==> src/rtl/mlp_xcel_systolic_act_feeder_if.sv <==
// Activation-vector stream into the systolic feeder.
// The producer drives in_val/in_act; the feeder answers with in_rdy.
interface mlp_xcel_systolic_act_feeder_if #(
  parameter int N = 4,
  parameter int W = 32
);
  logic           in_val;
  logic           in_rdy;
  logic [N*W-1:0] in_act;

  modport master (output in_val, output in_act, input in_rdy);
  modport slave  (input in_val, input in_act, output in_rdy);
endinterface

==> src/rtl/mlp_xcel_systolic_act_feeder.sv <==
// Skewing activation feeder for an N-row systolic array: row i is delayed by i+1
// advancing cycles, and bubbles are inserted as zero data with a cleared valid bit.
module mlp_xcel_systolic_act_feeder #(
  parameter int N = 4,
  parameter int W = 32
) (
  input  logic                                 clk,
  input  logic                                 reset_n,
  input  logic                                 start,
  input  logic [15:0]                          len,
  mlp_xcel_systolic_act_feeder_if.slave        in_s,
  input  logic                                 adv,
  output logic [N*W-1:0]                       act_out,
  output logic [N-1:0]                         act_vld,
  output logic                                 busy,
  output logic                                 done
);
  localparam int CW = $clog2(N);

  // state | meaning
  // IDLE  | no job; waits for start
  // FEED  | accepting vectors until the job count is used up
  // DRAIN | waits for the last vector to reach row N-1 at the outputs
  typedef enum logic [1:0] {IDLE, FEED, DRAIN} state_t;

  state_t        state, state_nxt;
  logic [15:0]   remaining;
  logic [CW-1:0] drain_cnt;
  logic          rdy;
  logic          accept;
  logic          last_accept;
  logic          drain_end;

  assign accept      = in_s.in_val && rdy;
  assign last_accept = accept && (remaining == 16'd1);
  assign drain_end   = adv && (state == DRAIN) && (drain_cnt == CW'(1));
  assign in_s.in_rdy = rdy;

  always_ff @(posedge clk or negedge reset_n) begin
    if (!reset_n) state <= IDLE;
    else          state <= state_nxt;
  end

  always_comb begin
    state_nxt = state;
    case (state)
      IDLE:    if (adv && start) state_nxt = FEED;
      FEED:    if (last_accept)  state_nxt = DRAIN;
      DRAIN:   if (drain_end)    state_nxt = IDLE;
      default: state_nxt = IDLE;
    endcase
  end

  always_comb begin
    rdy  = (state == FEED) && adv;
    busy = (state != IDLE);
  end

  // done is sampled every edge so it stays a single-cycle pulse even while stalled
  always_ff @(posedge clk or negedge reset_n) begin
    if (!reset_n) begin
      remaining <= '0;
      drain_cnt <= '0;
      done      <= 1'b0;
    end else begin
      done <= drain_end;
      if (adv) begin
        case (state)
          IDLE: begin
            if (start) remaining <= (len == 16'd0) ? 16'd1 : len;
          end
          FEED: begin
            if (accept) begin
              remaining <= remaining - 16'd1;
              if (remaining == 16'd1) drain_cnt <= CW'(N - 1);
            end
          end
          DRAIN: begin
            drain_cnt <= drain_cnt - CW'(1);
          end
          default: begin
            remaining <= '0;
            drain_cnt <= '0;
          end
        endcase
      end
    end
  end

  for (genvar i = 0; i < N; i++) begin : g_row
    logic [i:0][W-1:0] dat;
    logic [i:0]        vld;

    always_ff @(posedge clk or negedge reset_n) begin
      if (!reset_n) begin
        dat <= '0;
        vld <= '0;
      end else if (adv) begin
        dat[0] <= accept ? in_s.in_act[i*W +: W] : '0;
        vld[0] <= accept;
        for (int j = 1; j <= i; j++) begin
          dat[j] <= dat[j-1];
          vld[j] <= vld[j-1];
        end
      end
    end

    assign act_out[i*W +: W] = dat[i];
    assign act_vld[i]        = vld[i];
  end
endmodule

==> src/flat_wrapper.sv <==
// flat-port wrapper written by rule: the top's interface ports become plain ports
module mlp_xcel_systolic_act_feeder_flat 
#(
  parameter int N = 4,
  parameter int W = 32
)
  (clk, reset_n, start, len, adv, act_out, act_vld, busy, done, in_s_in_val, in_s_in_act, in_s_in_rdy);
  mlp_xcel_systolic_act_feeder_if #(.N(N), .W(W)) in_s_i ();
  input  logic clk;
  input  logic reset_n;
  input  logic start;
  input  logic [15:0] len;
  input  logic adv;
  output logic [N*W-1:0] act_out;
  output logic [N-1:0] act_vld;
  output logic busy;
  output logic done;
  input wire logic [$bits(in_s_i.in_val)-1:0] in_s_in_val;
  input wire logic [$bits(in_s_i.in_act)-1:0] in_s_in_act;
  output wire logic [$bits(in_s_i.in_rdy)-1:0] in_s_in_rdy;
  assign in_s_i.in_val = in_s_in_val;
  assign in_s_i.in_act = in_s_in_act;
  assign in_s_in_rdy = in_s_i.in_rdy;
  mlp_xcel_systolic_act_feeder #(.N(N), .W(W)) u_core (.clk(clk), .reset_n(reset_n), .start(start), .len(len), .in_s(in_s_i), .adv(adv), .act_out(act_out), .act_vld(act_vld), .busy(busy), .done(done));
endmodule
==> config.mk <==
export PLATFORM = sky130hd
export DESIGN_NAME = mlp_xcel_systolic_act_feeder_flat
export DESIGN_NICKNAME = d
export VERILOG_FILES = /design/src/rtl/mlp_xcel_systolic_act_feeder_if.sv /design/src/rtl/mlp_xcel_systolic_act_feeder.sv /design/src/flat_wrapper.sv
export SDC_FILE = /design/constraint.sdc
export NUM_CORES = 1
export LEC_CHECK = 0
export CAP_MARGIN = 20
export CORE_UTILIZATION = 58
export CTS_BUF_LIST = sky130_fd_sc_hd__clkbuf_4 sky130_fd_sc_hd__clkbuf_8
export CTS_CLUSTER_DIAMETER = 80
export CTS_CLUSTER_SIZE = 16
export DETAILED_ROUTE_END_ITERATION = 7
export GPL_TIMING_DRIVEN = 0
export PLACE_DENSITY = 0.88
export SKIP_LAST_GASP = 1
export SLEW_MARGIN = 0
export SYNTH_ARGS = -nofsm -noshare
export SYNTH_HDL_FRONTEND = slang
export SYNTH_SLANG_ARGS = --single-unit
==> constraint.sdc <==
create_clock -name clk -period 6.6 [get_ports clk]
set_clock_uncertainty 0.05 [all_clocks]
set_input_delay 1.98 -clock clk [delete_from_list [all_inputs] [get_ports clk]]
set_output_delay 1.98 -clock clk [all_outputs]
set_load 0.1 [all_outputs]
==> results of run 1 <==
[sequential cells by signal (all words and copies together) (netlist names)]
signal            count
u_core.g_row.dat    224
u_core.act_out       96
u_core.remaining     16
u_core.g_row.vld      4
u_core.drain_cnt      2
u_core.state          2
u_core.done           1
[worst max-delay path, cell delays in order]
cell             delay, ps
clkbuf_1               320
and2_1                 250
clkdlybuf4s50_1       1150
[how the worst min path moves through the flow]
stage | startpoint | to | depth (start not counted)
detailed placement | u_core.g_row[3].dat[51]$_DFFE_PN0P_ | u_core.g_row[3].dat[83]$_DFFE_PN0P_ | 1
CTS | u_core.g_row[2].dat[33]$_DFFE_PN0P_ | u_core.act_out[65]$_DFFE_PN0P_ | 1
finish | u_core.g_row[2].dat[33]$_DFFE_PN0P_ | u_core.act_out[65]$_DFFE_PN0P_ | 1
global placement | u_core.g_row[3].dat[58]$_DFFE_PN0P_ | u_core.g_row[3].dat[90]$_DFFE_PN0P_ | 1
floorplan | u_core.g_row[2].dat[32]$_DFFE_PN0P_ | u_core.g_row[2].dat[32]$_DFFE_PN0P_ | 1
global route | u_core.g_row[2].dat[33]$_DFFE_PN0P_ | u_core.act_out[65]$_DFFE_PN0P_ | 1
[layout by cell type, fill, tap and decap left out, types with 2 or more instances in the layout]
cell	synthesis	layout
a222oi_1	2	2
nand3_1	3	3
clkbuf_8	0	25
nand2_1	143	143
or3_1	3	3
buf_4	97	97
nand4_1	2	2
mux2_2	196	196
ha_1	7	7
and3_1	4	4
clkbuf_1	51	51
a21oi_1	12	12
inv_1	141	141
buf_1	7	7
nor4_1	8	8
or4_1	3	3
o211ai_1	2	2
nor2_1	13	13
a22oi_1	8	8
nor3_1	7	7
nor2b_1	3	3
o21ai_0	139	139
buf_16	0	3
dfrtp_1	345	345
a221o_1	2	2
clkdlybuf4s50_1	0	281
nand2b_1	3	3
mux2i_1	8	8
[routing by layer]
metal / up-vias / GRT usage / wire [um] / part of all wire
met5: - / 0 / 13 / 0.00042
met4: 2 / 0.0800 / 861 / 0.028
met2: 238 / 0.435 / 15600 / 0.51
met1: 4719 / 0.321 / 12900 / 0.42
met3: 59 / 0.0423 / 1500 / 0.048
li1: 4501 / - / - / -
[through the flow]
stage          instances  setup WS, ps
6_report            1858           866
5_1_grt             1858           845
4_1_cts             1857           900
3_5_place_dp        1830           901
3_3_place_gp        1827        -10830
2_1_floorplan       1221          1620
[power groups by stage]
stage          clock network (mW)  registers, mW  logic, mW
2_1_floorplan                   0           2.84       1.37
3_3_place_gp                    0           2.67       2.07
3_5_place_dp                    0           2.69       2.12
4_1_cts                      1.01           2.65       2.12
5_1_grt                      1.08           2.70       2.23
6_report                    0.980           2.66       2.11
[cell type report]
cell class,count,share of cell area
Timing Repair Buffer,285,0.162
Sequential cell,345,0.481
Antenna cell,1,0.000139
Multi-Input combinational cell,579,0.232
Tap cell,324,0.0226
Inverter,141,0.0295
Clock inverter,2,0.00111
Clock buffer,25,0.0192
Buffer,156,0.0529
[logic make-up after synthesis]
family          Yosys count
fa+ha+maj                 7
simple gates            197
mux                     204
buf+inv                 297
compound gates          171
flops                   345
==> results.sh, run 1 <==
export IMPL_place_area_sq_um=17600
export IMPL_async_reset_ff_frac=1.00
export IMPL_fp_coreArea_sq_um=24200
export IMPL_netlist_top_cells_count="dfrtp_1 (345), mux2_2 (196), nand2_1 (143), inv_1 (141), o21ai_0 (139)"
export IMPL_seqPwrFrac=0.462
export IMPL_grt_overflow=0
export IMPL_root_buffer="clkbuf_8"
export IMPL_drtIter0Drc=495
export IMPL_vdd_ir_drop_max_mv=0.191
export IMPL_rr_endpoint="u_core.g_row[2].dat[15]$_DFFE_PN0P_"
export IMPL_ys_ff_latch=345
export IMPL_drc=0
export IMPL_synth_most_common_cell="dfrtp_1"
export IMPL_final_nets=1689
export IMPL_synth_top_area_share=0.605
export IMPL_leakage_nw=8.38
export IMPL_syn_area_per_cell_sq_um=11.7
export IMPL_dr_pass1_iters=5
export IMPL_fin_area_sq_um=18000
export IMPL_die_h_um=159
export IMPL_post_route_min_period_ps=5730
export IMPL_reg2reg_depth=8
export IMPL_synthMuxAreaShare=0.160
export IMPL_synth_warnings=0
export IMPL_r2r_setup_slack_ps=3740
export IMPL_synth_compound_area_frac=0.0659
export IMPL_intPower_mw=3.48
export IMPL_synth_area_leaders="dfrtp_1 (60%), mux2_2 (15%), buf_4 (5.1%)"
export IMPL_ys_seq_area_frac=0.605
export IMPL_fill_cells=1622
export IMPL_num_io_pins=284
export IMPL_hold_viol=0
export IMPL_cts_buffer_depth=3
export IMPL_fin_setup_tns_ps=0
export IMPL_post_cts_buffers=0
export IMPL_p_switching_mw=2.27
export IMPL_drive_gt1_frac=0.215
export IMPL_worstPathMaxFanout=7
export IMPL_switching_share=0.394
export IMPL_cts_reportedPaths_clkPinSlew_ps=90
export IMPL_yosysUniqueCellTypes=37
export IMPL_max_freq_mhz=174
export IMPL_synth_edf_count=0
export IMPL_startpoint="adv"
export IMPL_synthesis_area_sq_um=14300
export IMPL_die_w_um=159
export IMPL_htreeDepth=1
export IMPL_grt_pass1_vias=9926
export IMPL_r2r_start="u_core.state[1]$_DFFE_PN0P_"
export IMPL_grt_total_usage=0.250
export IMPL_rows=57
export IMPL_pwr_share_comb=0.367
export IMPL_period_share=0.869
export IMPL_cts_made_buffers=25
export IMPL_hold_buffers=0
export IMPL_status="finished clean"
export IMPL_post_route_util=0.741
export IMPL_wl_um=30900
export IMPL_synth_top_family_by_area="multiplexers"
export IMPL_cp_arrival_ps=3700
export IMPL_slew_headroom=0.300
export IMPL_end_kind="output port"
export IMPL_slew_violations=0
export IMPL_multi_input_area_sq_um=4170
export IMPL_startpoint_type="primary input"
export IMPL_synthAdderAreaFrac=0.00613
export IMPL_synthSimpleGateAreaFrac=0.0597
export IMPL_clk_latency_ps=570
export IMPL_worstPathRequired_ps=4570
export IMPL_p_clk_frac=0.170
export IMPL_antenna_left=0
export IMPL_cts_sinks=345
export IMPL_start_util=0.589
export IMPL_portBuffers=282
export IMPL_synth_top_cell_by_area="dfrtp_1"
export IMPL_via_per_inst=5.12
export IMPL_die_area_sq_um=25300
export IMPL_ys_flop_type="dfrtp_1"
export IMPL_hp_class="reg -> reg"
export IMPL_max_cap_violations=0
export IMPL_place_congestion=0.891
export IMPL_power_density_nw_per_um2=320
export IMPL_grt_max_degree=128
export IMPL_area_growth_pct=25.8
export IMPL_routedWlPerCell_um=16.6
export IMPL_vias=9519
export IMPL_criticalPathCategory="in -> out"
export IMPL_antenna_found_initial=2
export IMPL_area_sequential_sq_um=8630
export IMPL_ctsResizeCount=0
export IMPL_grt_pass1_wl_um=51000
export IMPL_endpoint="in_s_in_rdy"
export IMPL_max_slew_worst_pin_slew_ps=1050
export IMPL_rsz0062_at_grt="false"
export IMPL_synth_nets=1377
export IMPL_cts_tree="done"
export IMPL_syn_inst=1221
export IMPL_hold_slack_ps=440
export IMPL_final_setup_viol_count=0
export IMPL_power_mw=5.75
export IMPL_synthXorXnorAreaFrac=0
export IMPL_post_dp_hpwl_um=21900
No activity file was read; power rests on OpenSTA's default activity.
==> inputs of run 2 (changes only) <==
--- a/config.mk
+++ b/config.mk
@@ -6,6 +6,7 @@
 export NUM_CORES = 1
 export LEC_CHECK = 0
 export CAP_MARGIN = 20
+export CORE_ASPECT_RATIO = 1.1
 export CORE_UTILIZATION = 58
 export CTS_BUF_LIST = sky130_fd_sc_hd__clkbuf_4 sky130_fd_sc_hd__clkbuf_8
 export CTS_CLUSTER_DIAMETER = 80
==> run 2 against run 1 <==
Net effect:
- sequential share of layout area grew 0.10 points
- design area shrank 0.22%
- total power rose by 0.24%
- maximum frequency up 0.55%
- largest cell class unchanged
- highest routed layer is now met4
- clock-buffer cell count grew 1
- largest power group unchanged
==> results.sh, run 2 (synthesized netlist as in run 1, its figures left out) <==
export IMPL_hold_end="u_core.act_out[66]$_DFFE_PN0P_"
export IMPL_cts_reportedPaths_clkPinSlew_ps=110
export IMPL_dr_pass1_iters=5
export IMPL_busiest_layer="met2"
export IMPL_htreeDepth=1
export IMPL_reg2reg_depth=8
export IMPL_largest_register="u_core.g_row.dat"
export IMPL_grt_max_degree=128
export IMPL_vias=9600
export IMPL_worstPathMaxFanout=7
export IMPL_vdd_ir_drop_max_mv=0.197
export IMPL_grt_overflow=0
export IMPL_drc=0
export IMPL_post_dp_hpwl_um=22700
export IMPL_dp_cells=1810
export IMPL_grt_pass1_wl_um=51600
export IMPL_status="finished clean"
export IMPL_place_congestion=0.864
export IMPL_root_buffer="clkbuf_8"
export IMPL_cts_made_buffers=25
export IMPL_power_mw=5.76
export IMPL_grt_pass1_vias=10300
export IMPL_hp_class="reg -> reg"
export IMPL_fin_ws_ps=897
export IMPL_slew_headroom=0.297
export IMPL_portBuffers=282
export IMPL_cts_buffer_depth=3
export IMPL_rr_endpoint="u_core.g_row[3].dat[9]$_DFFE_PN0P_"
export IMPL_use_met2=0.445
export IMPL_area_growth_pct=25.5
export IMPL_criticalPathCategory="in -> out"
export IMPL_mostFrequentLayoutCells="dfrtp_1 (345), clkdlybuf4s50_1 (281), mux2_2 (196)"
export IMPL_num_io_pins=284
export IMPL_final_setup_viol_count=0
export IMPL_whs_path_depth=1
export IMPL_power_density_nw_per_um2=322
export IMPL_rsz0062_at_grt="false"
export IMPL_rows=59
export IMPL_final_nets=1688
export IMPL_routedWlPerCell_um=17.2
export IMPL_hold_buffers=0
export IMPL_layout_commonest_cell="dfrtp_1"
export IMPL_post_route_util=0.749
export IMPL_cts_tree="done"
export IMPL_drive_gt1_frac=0.215
export IMPL_via_per_inst=5.21
export IMPL_grt_total_usage=0.259
export IMPL_antenna_found_initial=3
export IMPL_cts_sinks=345
export IMPL_worstPathRequired_ps=4570
export IMPL_dpl_worst_slack_ps=892
export IMPL_r2r_setup_slack_ps=3700
export IMPL_leakage_nw=8.37
export IMPL_die_w_um=152
export IMPL_drtIter0Drc=437
export IMPL_max_cap_violations=0
export IMPL_grt_met3_usage=0.0518
export IMPL_wl_um=31600
export IMPL_fp_coreArea_sq_um=23900
export IMPL_grt_use_met1=0.327
export IMPL_clk_latency_ps=580
export IMPL_die_h_um=167
export IMPL_fin_setup_tns_ps=0
export IMPL_hold_viol=0
export IMPL_fin_cells=1841
export IMPL_hp_start="u_core.g_row[2].dat[34]$_DFFE_PN0P_"
export IMPL_startpoint_type="primary input"
export IMPL_end_kind="output port"
export IMPL_max_slew_worst_pin_slew_ps=1050
export IMPL_cp_arrival_ps=3670
export IMPL_start_util=0.597
export IMPL_r2r_start="u_core.state[1]$_DFFE_PN0P_"
export IMPL_max_freq_mhz=175
export IMPL_period_share=0.864
export IMPL_die_area_sq_um=25300
export IMPL_slew_violations=0
export IMPL_post_cts_buffers=0
export IMPL_largest_reg_flops=224
export IMPL_post_route_min_period_ps=5700
export IMPL_ctsResizeCount=0
export IMPL_antenna_left=0
[run 2: changes by cell type in the layout (fill, tap and decap cells not counted)]
cell      delta
inv_6        -1
clkinv_4     +1
buf_16       -1
diode_2      +2
clkbuf_4     +1
[run 2: worst max-delay path by stage]
| stage | from | end |
|---|---|---|
| after floorplan | adv | in_s_in_rdy |
| after global placement | reset_n | u_core.act_out[99]$_DFFE_PN0P_ |
| after detailed placement | adv | in_s_in_rdy |
| after CTS | adv | in_s_in_rdy |
| after global routing | adv | in_s_in_rdy |
| final | adv | in_s_in_rdy |
[run 2: where the power goes]
part / leakage, nW / internal, mW / total, mW / switching [mW]
clock: 0.195 / 0.353 / 0.990 / 0.637
sequential: 4.71 / 2.44 / 2.65 / 0.216
combinational: 3.46 / 0.697 / 2.12 / 1.42
total: 8.37 / 3.49 / 5.76 / 2.27
[run 2: cell type report]
| class | instances | area, sq um |
|---|---|---|
| antenna | 3 | 7.51 |
| buffer | 156 | 951 |
| clock buffer | 26 | 352 |
| clock inverter | 2 | 20.0 |
| fill | 1550 | 5990 |
| inverter | 141 | 529 |
| multi-input combinational | 579 | 4170 |
| sequential | 345 | 8630 |
| tap | 305 | 382 |
| timing repair buffer | 284 | 2880 |
[run 2: through the flow]
step | hold slack (ps) | instance area [sq um]
after floorplan | 425 | 14300
after global placement | 430 | 17500
after detailed placement | 439 | 17500
after CTS | 427 | 17900
after global routing | 456 | 17900
final | 432 | 17900
[run 2: worst max-delay path: stages]
cell and delay, ps:
clkbuf_1 330, and2_1 220, clkdlybuf4s50_1 1140
[run 2: metal layers]
metal  vias up  routed length [um]  part of all wire
met5         -                   0                 0
met4         0                 960             0.030
li1       4496                   -                 -
met1      4794               12900              0.41
met3        68                1760             0.056
met2       242               15900              0.50
